<file path="src/rtl/cell_painter.sv">
// Rasterises one square maze cell into VGA plot writes, then holds a
// four-phase done handshake until the originating request drops.
module cell_painter #(
  parameter int         CELL_LOG2     = 2,
  parameter int         GRID_W        = 32,
  parameter int         GRID_H        = 30,
  parameter logic [2:0] PLAYER_COLOUR = 3'b100,
  parameter logic [2:0] PATH_COLOUR   = 3'b111
) (
  input  logic       clock,
  input  logic       reset,
  input  logic       drawBox,
  input  logic       eraseBox,
  input  logic [4:0] drawX,
  input  logic [4:0] drawY,
  input  logic [4:0] prevX,
  input  logic [4:0] prevY,
  output logic       plot,
  output logic [7:0] vgaX,
  output logic [6:0] vgaY,
  output logic [2:0] colour,
  output logic       doneDraw,
  output logic       doneErase,
  output logic       busy
);

  localparam int CNT_W = 2 * CELL_LOG2;

  typedef enum logic [1:0] {S_IDLE, S_PLOT, S_DONE} state_e;
  typedef enum logic       {OP_DRAW, OP_ERASE}      op_e;

  state_e           state_q, state_d;
  op_e              op_q, op_d;
  logic [4:0]       cell_x_q, cell_x_d, cell_y_q, cell_y_d;
  logic [CNT_W-1:0] cnt_q, cnt_d;
  logic             plot_q, plot_d;
  logic [7:0]       vga_x_q, vga_x_d;
  logic [6:0]       vga_y_q, vga_y_d;
  logic [2:0]       colour_q, colour_d;
  logic             done_draw_q, done_draw_d;
  logic             done_erase_q, done_erase_d;

  op_e              req_op;
  logic [4:0]       req_x, req_y;
  logic [CNT_W-1:0] cnt_nx;
  logic             req_live;

  // Pixel address is a pure concatenation: cell index above, scan offset below.
  function automatic logic [7:0] pix_x(input logic [4:0] cx, input logic [CNT_W-1:0] c);
    return 8'({cx, c[CELL_LOG2-1:0]});
  endfunction

  function automatic logic [6:0] pix_y(input logic [4:0] cy, input logic [CNT_W-1:0] c);
    return 7'({cy, c[CNT_W-1:CELL_LOG2]});
  endfunction

  function automatic logic [2:0] op_colour(input op_e op);
    return (op == OP_ERASE) ? PATH_COLOUR : PLAYER_COLOUR;
  endfunction

  always_comb begin
    state_d      = state_q;
    op_d         = op_q;
    cell_x_d     = cell_x_q;
    cell_y_d     = cell_y_q;
    cnt_d        = cnt_q;
    plot_d       = 1'b0;
    vga_x_d      = '0;
    vga_y_d      = '0;
    colour_d     = '0;
    done_draw_d  = 1'b0;
    done_erase_d = 1'b0;
    req_op       = eraseBox ? OP_ERASE : OP_DRAW;
    req_x        = eraseBox ? prevX : drawX;
    req_y        = eraseBox ? prevY : drawY;
    cnt_nx       = cnt_q + CNT_W'(1);
    req_live     = (op_q == OP_ERASE) ? eraseBox : drawBox;

    unique case (state_q)
      S_IDLE: begin
        if (eraseBox || drawBox) begin
          op_d     = req_op;
          cell_x_d = req_x;
          cell_y_d = req_y;
          cnt_d    = '0;
          if ({27'd0, req_x} >= 32'(GRID_W) || {27'd0, req_y} >= 32'(GRID_H)) begin
            // Off-grid cells skip plotting but still complete the handshake.
            state_d      = S_DONE;
            done_erase_d = (req_op == OP_ERASE);
            done_draw_d  = (req_op == OP_DRAW);
          end else begin
            state_d  = S_PLOT;
            plot_d   = 1'b1;
            vga_x_d  = pix_x(req_x, '0);
            vga_y_d  = pix_y(req_y, '0);
            colour_d = op_colour(req_op);
          end
        end
      end
      S_PLOT: begin
        // cnt_q is the pixel currently on the outputs.
        if (cnt_q == '1) begin
          state_d      = S_DONE;
          done_erase_d = (op_q == OP_ERASE);
          done_draw_d  = (op_q == OP_DRAW);
        end else begin
          cnt_d    = cnt_nx;
          plot_d   = 1'b1;
          vga_x_d  = pix_x(cell_x_q, cnt_nx);
          vga_y_d  = pix_y(cell_y_q, cnt_nx);
          colour_d = op_colour(op_q);
        end
      end
      S_DONE: begin
        if (req_live) begin
          done_erase_d = (op_q == OP_ERASE);
          done_draw_d  = (op_q == OP_DRAW);
        end else begin
          state_d = S_IDLE;
        end
      end
      default: state_d = S_IDLE;
    endcase
  end

  always_ff @(posedge clock) begin
    if (reset) begin
      state_q      <= S_IDLE;
      op_q         <= OP_DRAW;
      cell_x_q     <= '0;
      cell_y_q     <= '0;
      cnt_q        <= '0;
      plot_q       <= 1'b0;
      vga_x_q      <= '0;
      vga_y_q      <= '0;
      colour_q     <= '0;
      done_draw_q  <= 1'b0;
      done_erase_q <= 1'b0;
    end else begin
      state_q      <= state_d;
      op_q         <= op_d;
      cell_x_q     <= cell_x_d;
      cell_y_q     <= cell_y_d;
      cnt_q        <= cnt_d;
      plot_q       <= plot_d;
      vga_x_q      <= vga_x_d;
      vga_y_q      <= vga_y_d;
      colour_q     <= colour_d;
      done_draw_q  <= done_draw_d;
      done_erase_q <= done_erase_d;
    end
  end

  assign plot      = plot_q;
  assign vgaX      = vga_x_q;
  assign vgaY      = vga_y_q;
  assign colour    = colour_q;
  assign doneDraw  = done_draw_q;
  assign doneErase = done_erase_q;
  assign busy      = (state_q != S_IDLE);

endmodule

</file>
<file path="config.mk">
export PLATFORM = sky130hd
export DESIGN_NAME = cell_painter
export DESIGN_NICKNAME = d
export VERILOG_FILES = /design/src/rtl/cell_painter.sv
export SDC_FILE = /design/constraint.sdc
export NUM_CORES = 1
export LEC_CHECK = 0
export ABC_AREA = 1
export CAP_MARGIN = 5
export CELL_PAD_IN_SITES_DETAIL_PLACEMENT = 1
export CELL_PAD_IN_SITES_GLOBAL_PLACEMENT = 2
export CORE_AREA = 10 10 95 97
export DETAILED_ROUTE_END_ITERATION = 8
export DIE_AREA = 0 0 105 107
export PLACE_DENSITY = 0.86
export SLEW_MARGIN = 20
export SYNTH_ARGS = -nofsm -noshare
export SYNTH_HDL_FRONTEND = slang
export SYNTH_SLANG_ARGS = --single-unit
</file>
<file path="constraint.sdc">
create_clock -name clock -period 2.15 [get_ports clock]
set_input_delay 0.645 -clock clock [delete_from_list [all_inputs] [get_ports clock]]
set_output_delay 0.645 -clock clock [all_outputs]
set_load 0.01 [all_outputs]
</file>
# Word-level counts from Yosys, hierarchy flattened

Cells that the tools add are included.
W data, S select, Z words.

Word-level logic and storage cells: 69
Input port bits: 24
Output and inout port bits: 22
Flip-flop bits (word level): 38

Bitwise gates (word level): 2
Reductions and logical operators: 7
Add/sub/neg operators: 1
Muxes and demuxes: 40
Magnitude comparators: 1
Eq/ne operators: 7

Operators by type and width:

| operator              | count |
|---|---|
| $mux W7               | 6 |
| $pmux W7 S2           | 2 |
| $mux W1               | 13 |
| $mux W2               | 6 |
| $mux W5               | 2 |
| $mux W3               | 3 |
| $mux W4               | 2 |
| $ne A2 B2 Y1 const B  | 4 |
| $pmux W4 S2           | 1 |
| $pmux W1 S3           | 2 |
| $pmux W2 S3           | 1 |
| $pmux W3 S2           | 1 |
| $reduce_and A3 Y1     | 2 |
| $ge A5 B5 Y1 const B  | 1 |
| $add A4 B1 Y4 const B | 1 |
| $eq A4 B4 Y1 const B  | 1 |
| $reduce_bool A2 Y1    | 2 |
| $eq A2 B1 Y1 const B  | 1 |
| $eq A2 B2 Y1 const B  | 1 |
| $logic_not A2 Y1      | 1 |
| $not A1 Y1            | 2 |
| $pmux W1 S2           | 1 |
| $reduce_and A2 Y1     | 1 |
| $logic_or A1 B1 Y1    | 1 |

# Logic depth before layout (Yosys ltp)

Depth in word-level cells: 5
Mapped depth: 10
Gate-level depth less buffers: 10

# Worst setup path after synthesis

Ideal clock, no wire load.

Path kind: input-to-reg
From: input port eraseBox
To: register vga_x_q[5] (netlist: vgaX[5])
Library setup time: 131 ps
Path slack: 678 ps
Cell stages on the path: 9
Path buffers: 2
Data required time: 2019 ps
Data arrival time: 1341 ps
Cells stage by stage: inv_2 -> buf_6 -> nand2_2 -> nand2_2 -> nor2_4 -> nand2_4 -> buf_6 -> nand2_2 -> a21oi_2

Longest elaborated chain between the ends: 5
Elaborated cells between the ends (all ways): 7
Classes of those cells: order compare: 1; mux: 5; reduce/logical: 1

RTL lines:

| what                 | line | source |
|---|---|---|
| start, declared      | 13   | `input logic eraseBox,` |
| $mux W5              | 75   | `req_y = eraseBox ? prevY : drawY;` |
| $ge A5 B5 Y1         | 86   | `if ({27'd0, req_x} >= 32'(GRID_W) \|\| {27'd0, req_y} >= 32'(GRID_H)) begin` |
| $mux W7              | 86   |  |
| $mux W7 *            | 81   | `if (eraseBox \|\| drawBox) begin` |
| $pmux W7 S2 *        | 79   | `unique case (state_q)` |
| end signal, assigned | 146  | `vga_x_q <= vga_x_d;` |
| end, declared        | 37   | `logic [7:0] vga_x_q, vga_x_d;` |

Every way passes the cells marked *; elsewhere a longest branch is shown, timed or not.
A chain may end at the register's enable or synchronous reset.

# Worst setup path after layout

From: register state_q[1]
To: output port busy

Longest elaborated chain between the ends: 1

RTL lines:

| what                   | line | source |
|---|---|---|
| start, declared        | 32   | `state_e state_q, state_d;` |
| start signal, assigned | 140  | `state_q <= state_d;` |
| $reduce_bool A2 Y1     | 160  | `assign busy = (state_q != S_IDLE);` |
| end, declared          | 24   | `output logic busy` |

No other way between the ends.

==> metrics.md <==
| Metric | Value |
|---|---|
| Seq/Total Area, Yosys | 40.23% |
| Peak supply drop | 262.3 µV |
| Die Wd | 105 µm |
| CTS tree | built |
| Syn nets | 267 |
| Largest net degree at the start of global routing | 17 |
| Netlist Area Pre-Place | 1742 µm² |
| Total iterations of the first detailed-routing run | 4 |
| Final Hold Viols | 0 |
| Gr usage total | 8.822% |
| Worst skew pair latency | 290 ps |
| Die area | 11240 µm² |
| Final setup margin | 185.1 ps |
| Outcome | finished clean |
| Most common cell after layout, fill and taps aside | nand2_1 |
| Initial antenna violation count | 0 |
| Number of global-route vias before repair | 1742 |
| Nets | 320 |
| Kind of critical path | reg2out |
| Final WL | 4731 µm |
| Endpoints failing setup | 0 |
| Core Region | 7137 µm² |
| Placed wire-length estimate | 3724 µm |
| P_leak | 1.049 nW |
| Post-CTS Setup Bufs | 0 |
| First-pass GRT wire length | 8100 µm |
| CTS Buf Count | 5 |
| Pre-CTS WS | -0.1970 ps |
| Max_cap viols | 0 |
| Synthesized area per cell | 7.318 µm² |
| Critical Path AT | 1320 ps |
| Area Growth Syn to Fin | 37.57% |
| Fmax | 508.9 MHz |
| Grt ovf | 0 |
| DRC violations left | 0 |
| Final TNS setup | 0 ps |
| Final Wtd Congestion | 0.7744 |
| Most frequent cells in the layout | 52 x nand2_1, 43 x clkdlybuf4s50_1, 36 x nor2_1, 35 x dfxtp_1, 27 x inv_1 |
| Hold_buf cts | 0 |
| Unique masters post-synth | 24 |
| Reg clk slew, reported paths | 70 ps |
| HP Class | reg2reg |
| Post-Syn Instances | 238 |
| Fin crit period | 1965 ps |
| Period Utilization, post-route | 91.39% |
| Fraction of layout cells with a size suffix above 1 | 17.47% |
| Slew Limit Fails | 0 |
| Vias per inst | 4.084 |
| Routed len/inst | 12.10 µm |
| Initial core utilization | 24.40% |
| Synth warn | 0 |
| Port Buffers | 44 |
| Ports | 46 |
| Via count | 1597 |
| ANT nets after route | 0 |
| Clk_skew | 2.988 ps |
| RSZ-0062 raised after global routing | no |
| Root Buffer | clkbuf_8 |
| Worst endpoint required time | 1500 ps |
| Placed Area | 2316 µm² |
| Min Hold Slack | 464.8 ps |
| Flops & latches, synth | 35 |
| Post-cts resize count | 1 |
| 1st-iter DRT viols | 64 |
| Antenna diodes | 0 |
| CTS H-tree lvls | 2 |
| Number of core rows | 31 |
| Crit-path max FO | 3 |
| CP Capture Type | primary output |
| Die Span Y | 107 µm |
| PD cells | 1064 nW/µm² |
| CTS Sinks | 35 |
| Worst-case clock buffer depth | 2 |
| Post-route cell area | 2396 µm² |
| Crit start category | flip-flop |
-- flip-flops by register name, summed over array words and instances, names as in the netlist --
name and flops:
vgaY 7, op_q 1, cell_x_q 5, doneDraw 1, vgaX 7, doneErase 1, state_q 2, cell_y_q 5
plot 1, colour 1, cnt_q 4
-- logic make-up (layout without fill, tap and decap cells) --
family / after synthesis / count (layout) / synth area share, %
DFF: 35 / 35 / 40.23
buffers and inverters: 42 / 96 / 11.92
and+or+nand+nor: 122 / 122 / 32.69
adders and majority gates: 5 / 5 / 3.592
xor gates and xnor gates: 1 / 1 / 0.5030
other: 1 / 1 / 0.2153
AOI/OAI and AO/OA: 32 / 32 / 10.85
-- worst paths after layout --
kind,from,endpoint,slack (ps),cells past startpoint
worst max register to register,state_q[0],vgaY[1],560,6
worst min register to register,cell_y_q[1],cell_y_q[1],460,2
worst max-delay path,state_q[1],busy,190,4
worst min-delay path,cell_y_q[1],cell_y_q[1],460,2
-- critical path, cell delays in order (launching register included) --
cell	delay (ps)
dfxtp_1	350
inv_1	80
ha_1	200
inv_1	110
dlygate4sd2_1	290
-- synth_stat cells (all sizes together) --
| master | number | area, µm² |
|---|---|---|
| nand2 | 66 | 292.8 |
| conb | 1 | 3.750 |
| a21oi | 27 | 153.9 |
| inv | 30 | 112.6 |
| xor2 | 1 | 8.760 |
| nor2 | 40 | 180.2 |
| clkbuf | 3 | 11.26 |
| a211oi | 1 | 12.51 |
| buf | 9 | 83.82 |
| nor3 | 2 | 20.02 |
| o21ai | 3 | 15.01 |
| dfxtp | 35 | 700.7 |
| or2 | 1 | 6.260 |
| o21a | 1 | 7.510 |
| ha | 5 | 62.56 |
| nand3 | 13 | 70.07 |
-- layer usage --
| layer | vias up | routed length [µm] | track usage, % |
|---|---|---|---|
| met1 | 724 | 2232 | 10.41 |
| met5 | - | 0 | 0 |
| li1 | 833 | - | - |
| met3 | 6 | 274 | 3.413 |
| met4 | 0 | 73 | 3.235 |
| met2 | 34 | 2150 | 14.27 |
-- report_power, final --
group | total, mW | switching, mW | internal, mW | leakage, nW
sequential | 0.918 | 0.0924 | 0.825 | 0.288
combinational | 1.16 | 0.655 | 0.509 | 0.719
clock | 0.468 | 0.241 | 0.227 | 0.0422
total | 2.55 | 0.988 | 1.56 | 1.05
-- layout make-up --
type / count / area (µm²)
fill: 913 / 4741
multi-input combinational: 161 / 833.3
inverter: 30 / 112.6
timing repair buffer: 58 / 544.3
clock buffer: 7 / 76.32
clock inverter: 1 / 5.005
tap: 99 / 123.9
sequential: 35 / 700.7
-- through the flow --
step	utilization, %	cells	total power, mW
floorplan	-	238	1.680
global placement	32.45	383	2.096
detailed placement	32.45	383	2.126
CTS	33.57	391	2.595
global route	33.57	391	2.779
finish	33.57	391	2.550
Note: power is estimated with default switching activity, not from simulation.
